## src/rtl/genbuf_dbw_rr_monitor.sv

```systemverilog
// -----------------------------------------------------------------------------
// genbuf_dbw_rr_monitor
//
// Purpose:
//   Non-intrusive checker that sits beside the GenBuf controller. It tracks
//   two properties in registered state:
//     * Round-robin ordering of buffer-to-receiver requests over NUM_RECV
//       receivers. Each request phase must target the expected receiver,
//       hold one-hot on that receiver, and end with an idle cycle. The
//       expected receiver then advances with wrap-around. Any other pattern
//       drops the monitor into a sticky error state that only rst clears.
//     * The dequeue-pending obligation. A non-empty buffer raises it and only
//       DEQ clears it. A saturating counter measures how long the obligation
//       has been outstanding and raises starve_warn when the counter
//       saturates.
//   Every output is a register or a pure decode of registers, so each input
//   affects the outputs exactly one cycle later.
//
// Ports:
//   clk          in   rising-edge clock
//   rst          in   asynchronous active-high reset
//   BtoR_REQ     in   [NUM_RECV-1:0] request lines, buffer to receiver i
//   EMPTY        in   buffer empty
//   DEQ          in   dequeue strobe
//   exp_idx      out  [IDXW-1:0] receiver expected to be served next
//   rr_active    out  a request phase is in progress
//   rr_done      out  one-cycle pulse: request phase completed legally
//   rr_err       out  sticky ordering violation
//   deq_pending  out  dequeue obligation outstanding
//   wait_cnt     out  [CNTW-1:0] consecutive pending cycles, saturating
//   starve_warn  out  wait_cnt has reached MAX_WAIT
//   accept       out  no pending obligation and no ordering error
// -----------------------------------------------------------------------------
module genbuf_dbw_rr_monitor #(
  parameter int NUM_RECV = 2,
  parameter int MAX_WAIT = 4,
  parameter int IDXW     = $clog2(NUM_RECV),
  parameter int CNTW     = $clog2(MAX_WAIT + 1)
) (
  input  logic                clk,
  input  logic                rst,
  input  logic [NUM_RECV-1:0] BtoR_REQ,
  input  logic                EMPTY,
  input  logic                DEQ,
  output logic [IDXW-1:0]     exp_idx,
  output logic                rr_active,
  output logic                rr_done,
  output logic                rr_err,
  output logic                deq_pending,
  output logic [CNTW-1:0]     wait_cnt,
  output logic                starve_warn,
  output logic                accept
);

  typedef enum logic [1:0] {
    RR_IDLE   = 2'd0,
    RR_ACTIVE = 2'd1,
    RR_ERR    = 2'd2
  } rr_state_t;

  localparam logic [IDXW-1:0] LAST_IDX = IDXW'(NUM_RECV - 1);
  localparam logic [CNTW-1:0] WAIT_MAX = CNTW'(MAX_WAIT);

  rr_state_t     state, state_n;
  logic [IDXW-1:0] cur_idx, cur_idx_n, exp_idx_n;
  logic            rr_done_n;
  logic            deq_pending_n;
  logic [CNTW-1:0] wait_cnt_n;

  // One-hot masks of the receiver the monitor will accept in each state.
  logic [NUM_RECV-1:0] exp_mask, cur_mask;
  assign exp_mask = NUM_RECV'(1) << exp_idx;
  assign cur_mask = NUM_RECV'(1) << cur_idx;

  // ---------------------------------------------------------------------------
  // State register
  // ---------------------------------------------------------------------------
  // NOTE: sequential state uses non-blocking assignments so every register
  // samples the pre-edge values, independent of statement order.
  always_ff @(posedge clk or posedge rst) begin
    if (rst) begin
      state       <= RR_IDLE;
      exp_idx     <= '0;
      cur_idx     <= '0;
      rr_done     <= 1'b0;
      deq_pending <= 1'b0;
      wait_cnt    <= '0;
    end else begin
      state       <= state_n;
      exp_idx     <= exp_idx_n;
      cur_idx     <= cur_idx_n;
      rr_done     <= rr_done_n;
      deq_pending <= deq_pending_n;
      wait_cnt    <= wait_cnt_n;
    end
  end

  // ---------------------------------------------------------------------------
  // Round-robin next-state logic
  // ---------------------------------------------------------------------------
  // NOTE: every signal is given a default before the case statement; a path
  // that left one unassigned would infer a latch.
  always_comb begin
    state_n   = state;
    exp_idx_n = exp_idx;
    cur_idx_n = cur_idx;
    rr_done_n = 1'b0;

    unique case (state)
      RR_IDLE: begin
        if (BtoR_REQ == '0) begin
          state_n = RR_IDLE;
        end else if (BtoR_REQ == exp_mask) begin
          state_n   = RR_ACTIVE;
          cur_idx_n = exp_idx;
        end else begin
          // Multi-hot, or the wrong receiver served out of turn.
          state_n = RR_ERR;
        end
      end

      RR_ACTIVE: begin
        if (BtoR_REQ == cur_mask) begin
          state_n = RR_ACTIVE;
        end else if (BtoR_REQ == '0) begin
          // Phase closed by an idle cycle: accepting visit, advance the turn.
          state_n   = RR_IDLE;
          exp_idx_n = (cur_idx == LAST_IDX) ? '0 : cur_idx + IDXW'(1);
          rr_done_n = 1'b1;
        end else begin
          // Switched receiver without an idle cycle, or an extra bit appeared.
          state_n = RR_ERR;
        end
      end

      RR_ERR: begin
        state_n = RR_ERR;
      end

      default: begin
        state_n = RR_ERR;
      end
    endcase
  end

  // ---------------------------------------------------------------------------
  // Dequeue tracker and saturating wait counter
  // ---------------------------------------------------------------------------
  // DEQ wins over a simultaneous non-empty buffer; EMPTY alone never clears
  // an obligation that is already outstanding.
  always_comb begin
    deq_pending_n = (deq_pending | ~EMPTY) & ~DEQ;
    wait_cnt_n    = '0;
    if (deq_pending_n) begin
      wait_cnt_n = (wait_cnt == WAIT_MAX) ? wait_cnt : wait_cnt + CNTW'(1);
    end
  end

  // ---------------------------------------------------------------------------
  // Output decodes
  // ---------------------------------------------------------------------------
  assign rr_active   = (state == RR_ACTIVE);
  assign rr_err      = (state == RR_ERR);
  assign starve_warn = (wait_cnt == WAIT_MAX);
  assign accept      = ~deq_pending & ~rr_err;

endmodule

```

## config.mk

```make
export PLATFORM = sky130hd
export DESIGN_NAME = genbuf_dbw_rr_monitor
export DESIGN_NICKNAME = d
export VERILOG_FILES = /design/src/rtl/genbuf_dbw_rr_monitor.sv
export SDC_FILE = /design/constraint.sdc
export NUM_CORES = 1
export LEC_CHECK = 0
export ABC_AREA = 1
export ABC_CLOCK_PERIOD_IN_PS = 2500
export CELL_PAD_IN_SITES_DETAIL_PLACEMENT = 0
export CELL_PAD_IN_SITES_GLOBAL_PLACEMENT = 1
export CORE_MARGIN = 10
export CORE_UTILIZATION = 32
export DETAILED_ROUTE_END_ITERATION = 10
export HOLD_SLACK_MARGIN = 0.06
export PLACE_DENSITY = 0.76
export SLEW_MARGIN = 20
export SYNTH_ARGS = -nofsm -noshare
export SYNTH_HDL_FRONTEND = slang
export SYNTH_SLANG_ARGS = --single-unit
```

## constraint.sdc

```tcl
create_clock -name clk -period 2.5 [get_ports clk]
set_input_delay 0.375 -clock clk [delete_from_list [all_inputs] [get_ports clk]]
set_output_delay 0.375 -clock clk [all_outputs]
set_load 0.005 [all_outputs]
```

==> out/metrics.yaml <==
outcome:
  outcome: "completed"
floorplan:
  initial_core_util_pct: 35.3
  io_pins: 16
  row_count: 13
  die_y_um: 58.6
  core_um2: 1350
  dieArea_um2: 3430
  die_x_um: 58.6
yosys:
  ys_top_cells_by_area: "dfrtp_1 (47%), nand2_1 (10%), inv_1 (9.4%)"
  synth-warning-count: 0
  avgSynthCellArea_um2: 8.08
  synth_top_area_share_pct: 47.2
  synth_top_cell_by_area: "dfrtp_1"
  ys_seq_area_share_pct: 47.2
  syn_nets: 67
  ys_ff_latch: 9
  synth_cell_types: 16
  syn-cell-area_um2: 477
  syn_inst: 59
route:
  vias: 401
  avgViaCountPerCell: 4.31
  route.detailed.drc: 0
  met3_length_um: 99
  met2_wirelength_um: 492
  drt-initial-drc-count: 7
  wl_met1_um: 398
  first_pass_iters: 4
  wl_per_cell_um: 10.6
  drtAntennaViolNets: 0
  highest_layer: "met3"
  totalWireLength_um: 990
pwr:
  power.leakage_uw: 0.000346
  powerDensity_nw_per_um2: 450
  vdd_drop_max_uv: 347
  power_uw: 303
critical_path:
  r2r-start: "wait_cnt[0]"
  end_kind: "output port"
  critPathTopFamily: "buffers and inverters"
  worstPathRequired_ns: 2.12
  crit_arrival_ns: 1.54
  critPathMaxFanout: 4
  rr_endpoint: "wait_cnt[0]"
  critPathBufInv: 3
  critPathKind: "reg -> out"
  r2r.worst_path.cells: 6
  r2r_setup_slack_ns: 1.38
  worstPathCellList: "inv_1 -> ha_1 -> nand2_2 -> clkinv_2 -> clkdlybuf4s50_1"
  worst_path_max_delay_cell: "clkdlybuf4s50_1"
  startpoint_type: "register"
  cpPeakStageDelay_ns: 0.49
timing:
  period_share_pct: 76.6
  fin_skew_ns: 0.00416
  hold_viol_final: 0
  slew_headroom_pct: 77.1
  period_needed_ns: 1.91
  worst_slack_ns: 0.586
  tns_ns: 0
  tightest_slew_ns: 0.343
  setup_violations: 0
  max_freq_mhz: 522
  timing.final.max_slew_violations: 0
  rsz0062_at_grt: "no"
placed_design:
  place_congestion: 0.780
  place.port_buffers: 15
  dp_hpwl_um: 834
  place_area_um2: 646
  pre_cts_ws_ns: 0.846
global_routing:
  grt_overflow: 0
  grt_max_degree: 10
  grt_pass1_wl_um: 1730
  antenna_found_initial: 0
  grt_pass1_vias: 397
  groute.usage.overall_pct: 6.49
clock_network:
  htree_levels: 1
  cts_post_setup_buffers_inserted: 0
  clk_latency_ns: 0.25
  cts.sinks: 9
  cts_hold_buf: 0
  clk_pin_slew_ns: 0.06
  cts_resized: 0
  clk_path_buf_depth: 2
  cts_buffers: 3
  tritoncts: "done"
  cts_root_buf: "clkbuf_4"
layout:
  num_antenna_cells: 0
  syn2layout_area_growth_pct: 40.9
  finish.utilization_pct: 49.8
  fin_nets: 87
  drive_above_1_share_pct: 17.9
  final_area_um2: 672
min_path:
  min_path_type: "in -> async"
job:
  maxCapViolCount: 0
==> flip-flops by register name, summed over array words and instances, names as in the netlist <==
signal       flops
cur_idx          1
deq_pending      1
exp_idx          1
rr_done          1
state            2
wait_cnt         3
==> final cells by class <==
class | instances | area [um^2]
repair buffers | 15 | 150
multi-input cells | 35 | 194
inverters | 15 | 57.6
well taps | 15 | 18.8
fillers | 136 | 678
flip-flops and latches | 9 | 225
clock buffers | 4 | 26.3
==> cells in the mapped netlist <==
master    count
a21o_1        1
a21oi_1       2
clkinv_2      1
dfrtp_1       9
ha_1          2
inv_1        12
inv_2         2
nand2_1      13
nand2_2       4
nand3_1       2
nor2_1        4
nor2_2        2
nor2_4        1
nor3_2        1
o21ai_1       2
xnor2_1       1
==> kinds of logic (layout without fill, tap and decap cells) <==
logic type      Yosys count  after routing  share of synthesized area, %
compound gates            5              5                          5.78
fa+ha+maj                 2              2                          5.25
flops                     9              9                          47.2
simple gates             27             27                          27.8
buf+inv                  15             34                          12.1
xor+xnor                  1              1                          1.84
==> cells in the final DEF (no fill, tap or decap), types with 2 or more instances in the layout <==
master	instances
a21oi_1	2
clkbuf_4	3
clkdlybuf4s50_1	15
dfrtp_1	9
ha_1	2
inv_1	12
inv_2	2
nand2_1	13
nand2_2	4
nand3_1	2
nor2_1	4
nor2_2	2
o21ai_1	2
==> metal layers <==
| layer | up-vias | track usage [%] |
|---|---|---|
| li1 | 212 | - |
| met1 | 178 | 6.12 |
| met2 | 11 | 10.9 |
| met3 | 0 | 5.36 |
| met4 | 0 | 0.984 |
| met5 | - | 0 |
==> where the power goes <==
group / total [uW] / internal, uW / switching, uW
clock: 107 / 61.2 / 46.2
sequential: 154 / 150 / 4.28
combinational: 40.8 / 22.3 / 18.5
total: 303 / 234 / 69.0
==> per-stage QoR <==
step / std cells / hold WS, ns
3_5_place_dp: 89 / 0.499
4_1_cts: 93 / 0.378
5_1_grt: 93 / 0.412
2_1_floorplan: 59 / 0.203
6_report: 93 / 0.375
3_3_place_gp: 89 / 0.510
==> worst max-delay path by stage <==
stage	from	end	slack [ns]	depth (start not counted)
finish	wait_cnt[0]	starve_warn	0.59	5
global route	wait_cnt[0]	starve_warn	0.45	5
CTS	wait_cnt[0]	starve_warn	0.56	5
detailed placement	wait_cnt[0]	starve_warn	0.85	5
global placement	wait_cnt[0]	starve_warn	0.87	5
floorplan	wait_cnt[0]	starve_warn	1.34	4
==> worst register-to-register path, cell delays in order, from the launching register on <==
cell,delay (ns)
dfrtp_1,0.39
inv_1,0.08
ha_1,0.21
nand2_2,0.09
clkinv_2,0.07
nor2_1,0.11
nor3_2,0.06
Power figures use the tool's default switching activity.
==> variant 1 (config.mk and constraints unchanged) <==
Reset style: synchronous (`rst`), changed in one clocked block. Comments in the files are not updated.
--- a/src/rtl/genbuf_dbw_rr_monitor.sv
+++ b/src/rtl/genbuf_dbw_rr_monitor.sv
@@ -79,3 +79,3 @@
   // samples the pre-edge values, independent of statement order.
-  always_ff @(posedge clk or posedge rst) begin
+  always_ff @(posedge clk) begin
     if (rst) begin
Function: differs if rst is asserted again (counterexample within 4 cycles, from zero or initial values and one cycle with rst high); with rst held inactive, the same outputs for 10 cycles.
==> variant 1 against the unedited design <==
Synthesized cell count did not move; power is 4.1% higher; critical path type unchanged; design area down 6.3%; sequential cell count stayed put; worst hold slack gained 0.12 ns; largest cell class is now multi-input combinational cells; highest routed layer is now met4; area after synthesis down 8.9%; routed wire length fell by 6.4%; worst setup slack improved by 0.039 ns.
==> variant 1: results (changes against the unedited design) <==
PnR Total Power=0.3148 mW (+4.1%); Setup crit end=starve_warn; Setup Buffers After CTS=0 (unchanged); top cells by count, synth=nand2_1 (14), inv_1 (11), dfxtp_1 (9); vias in the first global route=377 (-5.0%); global-route usage over all layers=6.147% (-0.35 points); P_leak=0.2822 nW (-18%); clk_lat worst skew=0.25 ns (about the same); Async S/R FF share, synth=0% (-100 points); first-pass GRT wire length=1.621 mm (-6.4%); Final GP Congestion=0.7429 (-4.8%); Worst Tran Pin Value=0.2171 ns (-0.1255 ns); dpl ws=0.8750 ns (+0.02896 ns); Worst Hold Class=flip-flop to flip-flop; share of layout cells above drive strength 1=11.54% (-6.4 points); DP HPWL=808.8 um (-3.0%); r2r endpoint=wait_cnt[2]; outcome=completed; register area share after synthesis=41.50% (-5.7 points); Logic pwr share=16.9% (+3.4 points); filler cell count=124 (-8.8%); Primary FF master, synth=dfxtp_1; Worst Path Arrival=1.50 ns (-0.04 ns); Vias/cell=4.430 (+2.7%); CP max stage delay=0.45 ns (-0.04 ns); DR vias=412 (+2.7%); Iter 0 DRT Violations=9 (+2); routed wire length=927 um (-6.4%); Cells after Synth=59 (unchanged); Post-Place Cell Area=603.1 um^2 (-6.6%); Peak VDD IR=0.3650 mV (+5.2%); Reg-to-Reg Start=wait_cnt[0]; final worst slack=0.6244 ns (+0.03878 ns); synth top area cells=dfxtp_1 (41%), nand2_1 (12%), inv_1 (9.5%); largest net degree at the start of global routing=6 (-4); CTS root buffer=clkbuf_4
==> variant 1: cell count changes after synthesis, sizes merged, moves of 2 or more <==
cell   change
dfxtp      +9
nand2      -3
inv        -2
nand4      +2
nor2       +2
a21oi      +3
dfrtp      -9
==> variant 1: worst register-to-register path: cells and delay by family (launching register included) <==
kind            cells  cell delay (ns)
compound gates      1             0.15
buf+inv             3             0.20
fa+ha+maj           1             0.19
simple gates        1             0.10
flops               1             0.37
==> variant 1: logic make-up (layout without fill, tap and decap cells) <==
logic type / after synthesis / count (layout) / share of synthesized area [%]
AND/OR/NAND/NOR: 28 / 28 / 29.68
XOR/XNOR: 1 / 1 / 2.018
flip-flops: 9 / 9 / 41.50
adder cells (fa/ha/maj): 2 / 2 / 5.763
buffers and inverters: 12 / 31 / 10.37
AO/OA/AOI/OAI: 7 / 7 / 10.66
==> variant 1: worst min-delay path by stage <==
stage	depth (start not counted)	start	end	slack, ns
detailed placement	2	wait_cnt[0]	wait_cnt[0]	0.49
CTS	2	wait_cnt[0]	wait_cnt[0]	0.50
global route	2	wait_cnt[0]	wait_cnt[0]	0.52
floorplan	1	rst	exp_idx	0.44
global placement	2	wait_cnt[1]	wait_cnt[1]	0.49
finish	2	wait_cnt[1]	wait_cnt[1]	0.49
==> variant 1: layer usage <==
metal	track usage (%)	vias to the layer above	part of all wire, %
met3	5.169	2	11
met2	8.777	13	42
met1	6.931	178	47
li1	-	219	-
met4	1.007	0	0.65
met5	0	-	0
==> variant 1: final cells by class <==
cell class	count	area (um^2)	share of cell area [%]
inverter	12	45.04	7.157
tap	15	18.77	2.982
multi-input combinational	38	209.0	33.20
clock buffer	4	26.28	4.175
sequential	9	180.2	28.63
timing repair buffer	15	150.1	23.86
==> variant 2 (config.mk and constraints unchanged) <==
Without the edit above. The parameter `NUM_RECV` goes from 2 to 4.
--- a/src/rtl/genbuf_dbw_rr_monitor.sv
+++ b/src/rtl/genbuf_dbw_rr_monitor.sv
@@ -34,3 +34,3 @@
 module genbuf_dbw_rr_monitor #(
-  parameter int NUM_RECV = 2,
+  parameter int NUM_RECV = 4,
   parameter int MAX_WAIT = 4,
Ports: changed (resized BtoR_REQ and exp_idx); port bits go from 16 to 19. The function was not compared with the original's and may differ.
==> variant 2 against the unedited design <==
Critical endpoint unchanged; sequential power rose by 23%; power rose by 20%; highest routed layer is now met4; final cell count is 63% higher; routed wire length increased by 70%; clock power is 8% higher; area after synthesis increased by 55%; core utilization fell by 5.7 points; sequential cell count rose by 2; worst setup slack worse by 0.055 ns; first-iteration DRC count grew to 6.7 times the old value; design area up 45%.
==> variant 2: results (changes against the unedited design) <==
top cells by count, synth=nand2_1 (24), inv_1 (16), nor2_1 (15); DR WL/cell=11.05 um (+3.8%); register area share after synthesis=37.23% (-10 points); worst clock skew=0.005726 ns (+0.001567 ns); warnings from Yosys=0 (unchanged); IO Port Bufs=18 (+3); Syn Nets=117 (+75%); P_leak=0.4901 nW (+42%); DR vias=683 (+70%); Reg-to-Reg Start=cur_idx[0]; TritonCTS buffer count=3 (unchanged); CP max stage delay=0.51 ns (+0.02 ns); Peak VDD IR=0.2426 mV (-30%); number of flip-flops in the largest register=3 (unchanged); PnR Total Power=0.3640 mW (+20%); Clock Path Buffers=2 (unchanged); Worst Path Arrival=1.59 ns (+0.05 ns); global-route usage over all layers=7.448% (+0.95 points); Async S/R FF share, synth=100.0% (unchanged); drt pass-1 iters=4 (unchanged); Most flops, register=wait_cnt; CTS root buffer=clkbuf_4; Iter 0 DRT Violations=47 (+40); Gates resized, CTS repair=0 (unchanged); ant diodes=0 (unchanged); Worst Hold Class=input pin to async pin; Worst Tran Pin Value=0.4089 ns (+0.06635 ns); largest net degree at the start of global routing=12 (+2); clk slew on worst S/H paths=0.07 ns; DP HPWL=1.412 mm (+69%); H-tree depth=1 (unchanged); NumNets Final=139 (+60%); clk_lat worst skew=0.26 ns; crit path max fanout=5 (+1); share of layout cells above drive strength 1=8.065% (-9.9 points); synth top area cells=dfrtp_1 (37%), nand2_1 (12%), ha_1 (10%); initial antenna violation count=0 (unchanged); Top delay family on crit path=buffers and inverters; final non-filler cell total=152 (+63%); syn_area_per_cell=7.179 um^2 (-11%); Setup Buffers After CTS=0 (unchanged); Post-Place Cell Area=949.7 um^2 (+47%); Final GP Congestion=0.7184 (-7.9%); Critical-path top delay cell=clkdlybuf4s50_1; vias in the first global route=653 (+64%); CP startpoint=wait_cnt[0]; outcome=completed; Yosys cell types=19 (+3); first-pass GRT wire length=2.718 mm (+57%)
==> variant 2: cell count changes after synthesis, moves of 3 or more <==
cell,unedited run,this run
nand2_1,13,24
nor2_1,4,15
ha_1,2,6
inv_1,12,16
o21ai_1,2,6
nand2_2,4,1
nand3_1,2,5
==> variant 2: cell families (layout without fill, tap and decap cells) <==
group	after synthesis	after routing	share of synthesized area [%]
buffers and inverters	18	39	9.305
XOR/XNOR	3	3	3.554
AO/OA/AOI/OAI	13	13	9.138
AND/OR/NAND/NOR	52	52	30.63
adder cells (fa/ha/maj)	6	6	10.15
flip-flops	11	11	37.22
==> variant 2: per-stage QoR <==
| stage | worst slack (ns) | util (%) |
|---|---|---|
| 6_report | 0.5308 | 44.12 |
| 5_1_grt | 0.3848 | 44.12 |
| 4_1_cts | 0.5106 | 44.12 |
| 3_5_place_dp | 0.7177 | 42.93 |
| 3_3_place_gp | 0.6911 | 42.93 |
| 2_1_floorplan | 1.256 | - |
==> variant 2: final timing paths <==
| kind | depth (start not counted) | endpoint | slack [ns] |
|---|---|---|---|
| max | 5 | starve_warn | 0.53 |
| min | 2 | rr_done | 0.40 |
| max reg2reg | 11 | exp_idx[1] | 1.10 |
| min reg2reg | 1 | wait_cnt[0] | 0.54 |
| max in group asynchronous | 2 | state[0] | 1.81 |
| min in group clk | 1 | wait_cnt[0] | 0.54 |
==> variant 2: area by class of cell <==
type,instances,area [um^2]
fillers,234,1236
well taps,28,35.03
clock buffers,4,26.28
multi-input cells,74,395.4
repair buffers,18,180.2
inverters,17,63.81
flip-flops and latches,11,275.3
==> variant 2: layer usage <==
metal / part of all wire, % / global-route usage [%] / wire [um] / vias up
met4: 0.60 / 2.261 / 10 / 0
met5: 0 / 0 / 0 / -
li1: - / - / - / 360
met1: 45 / 8.098 / 753 / 311
met3: 6.8 / 3.426 / 114 / 2
met2: 48 / 12.67 / 802 / 10
==> variant 2: worst register-to-register path: cells and delay by family, from the launching register on <==
kind,cells,cell delay (ns)
buf+inv,3,0.18
simple gates,7,0.53
fa+ha+maj,1,0.16
flops,1,0.42
==> variant 2: report_power, final <==
group	leakage [nW]	switching, mW	internal (mW)	total [mW]
logic	0.330	0.0295	0.0302	0.0597
registers	0.145	0.00577	0.183	0.189
clock network	0.0150	0.0542	0.0615	0.116
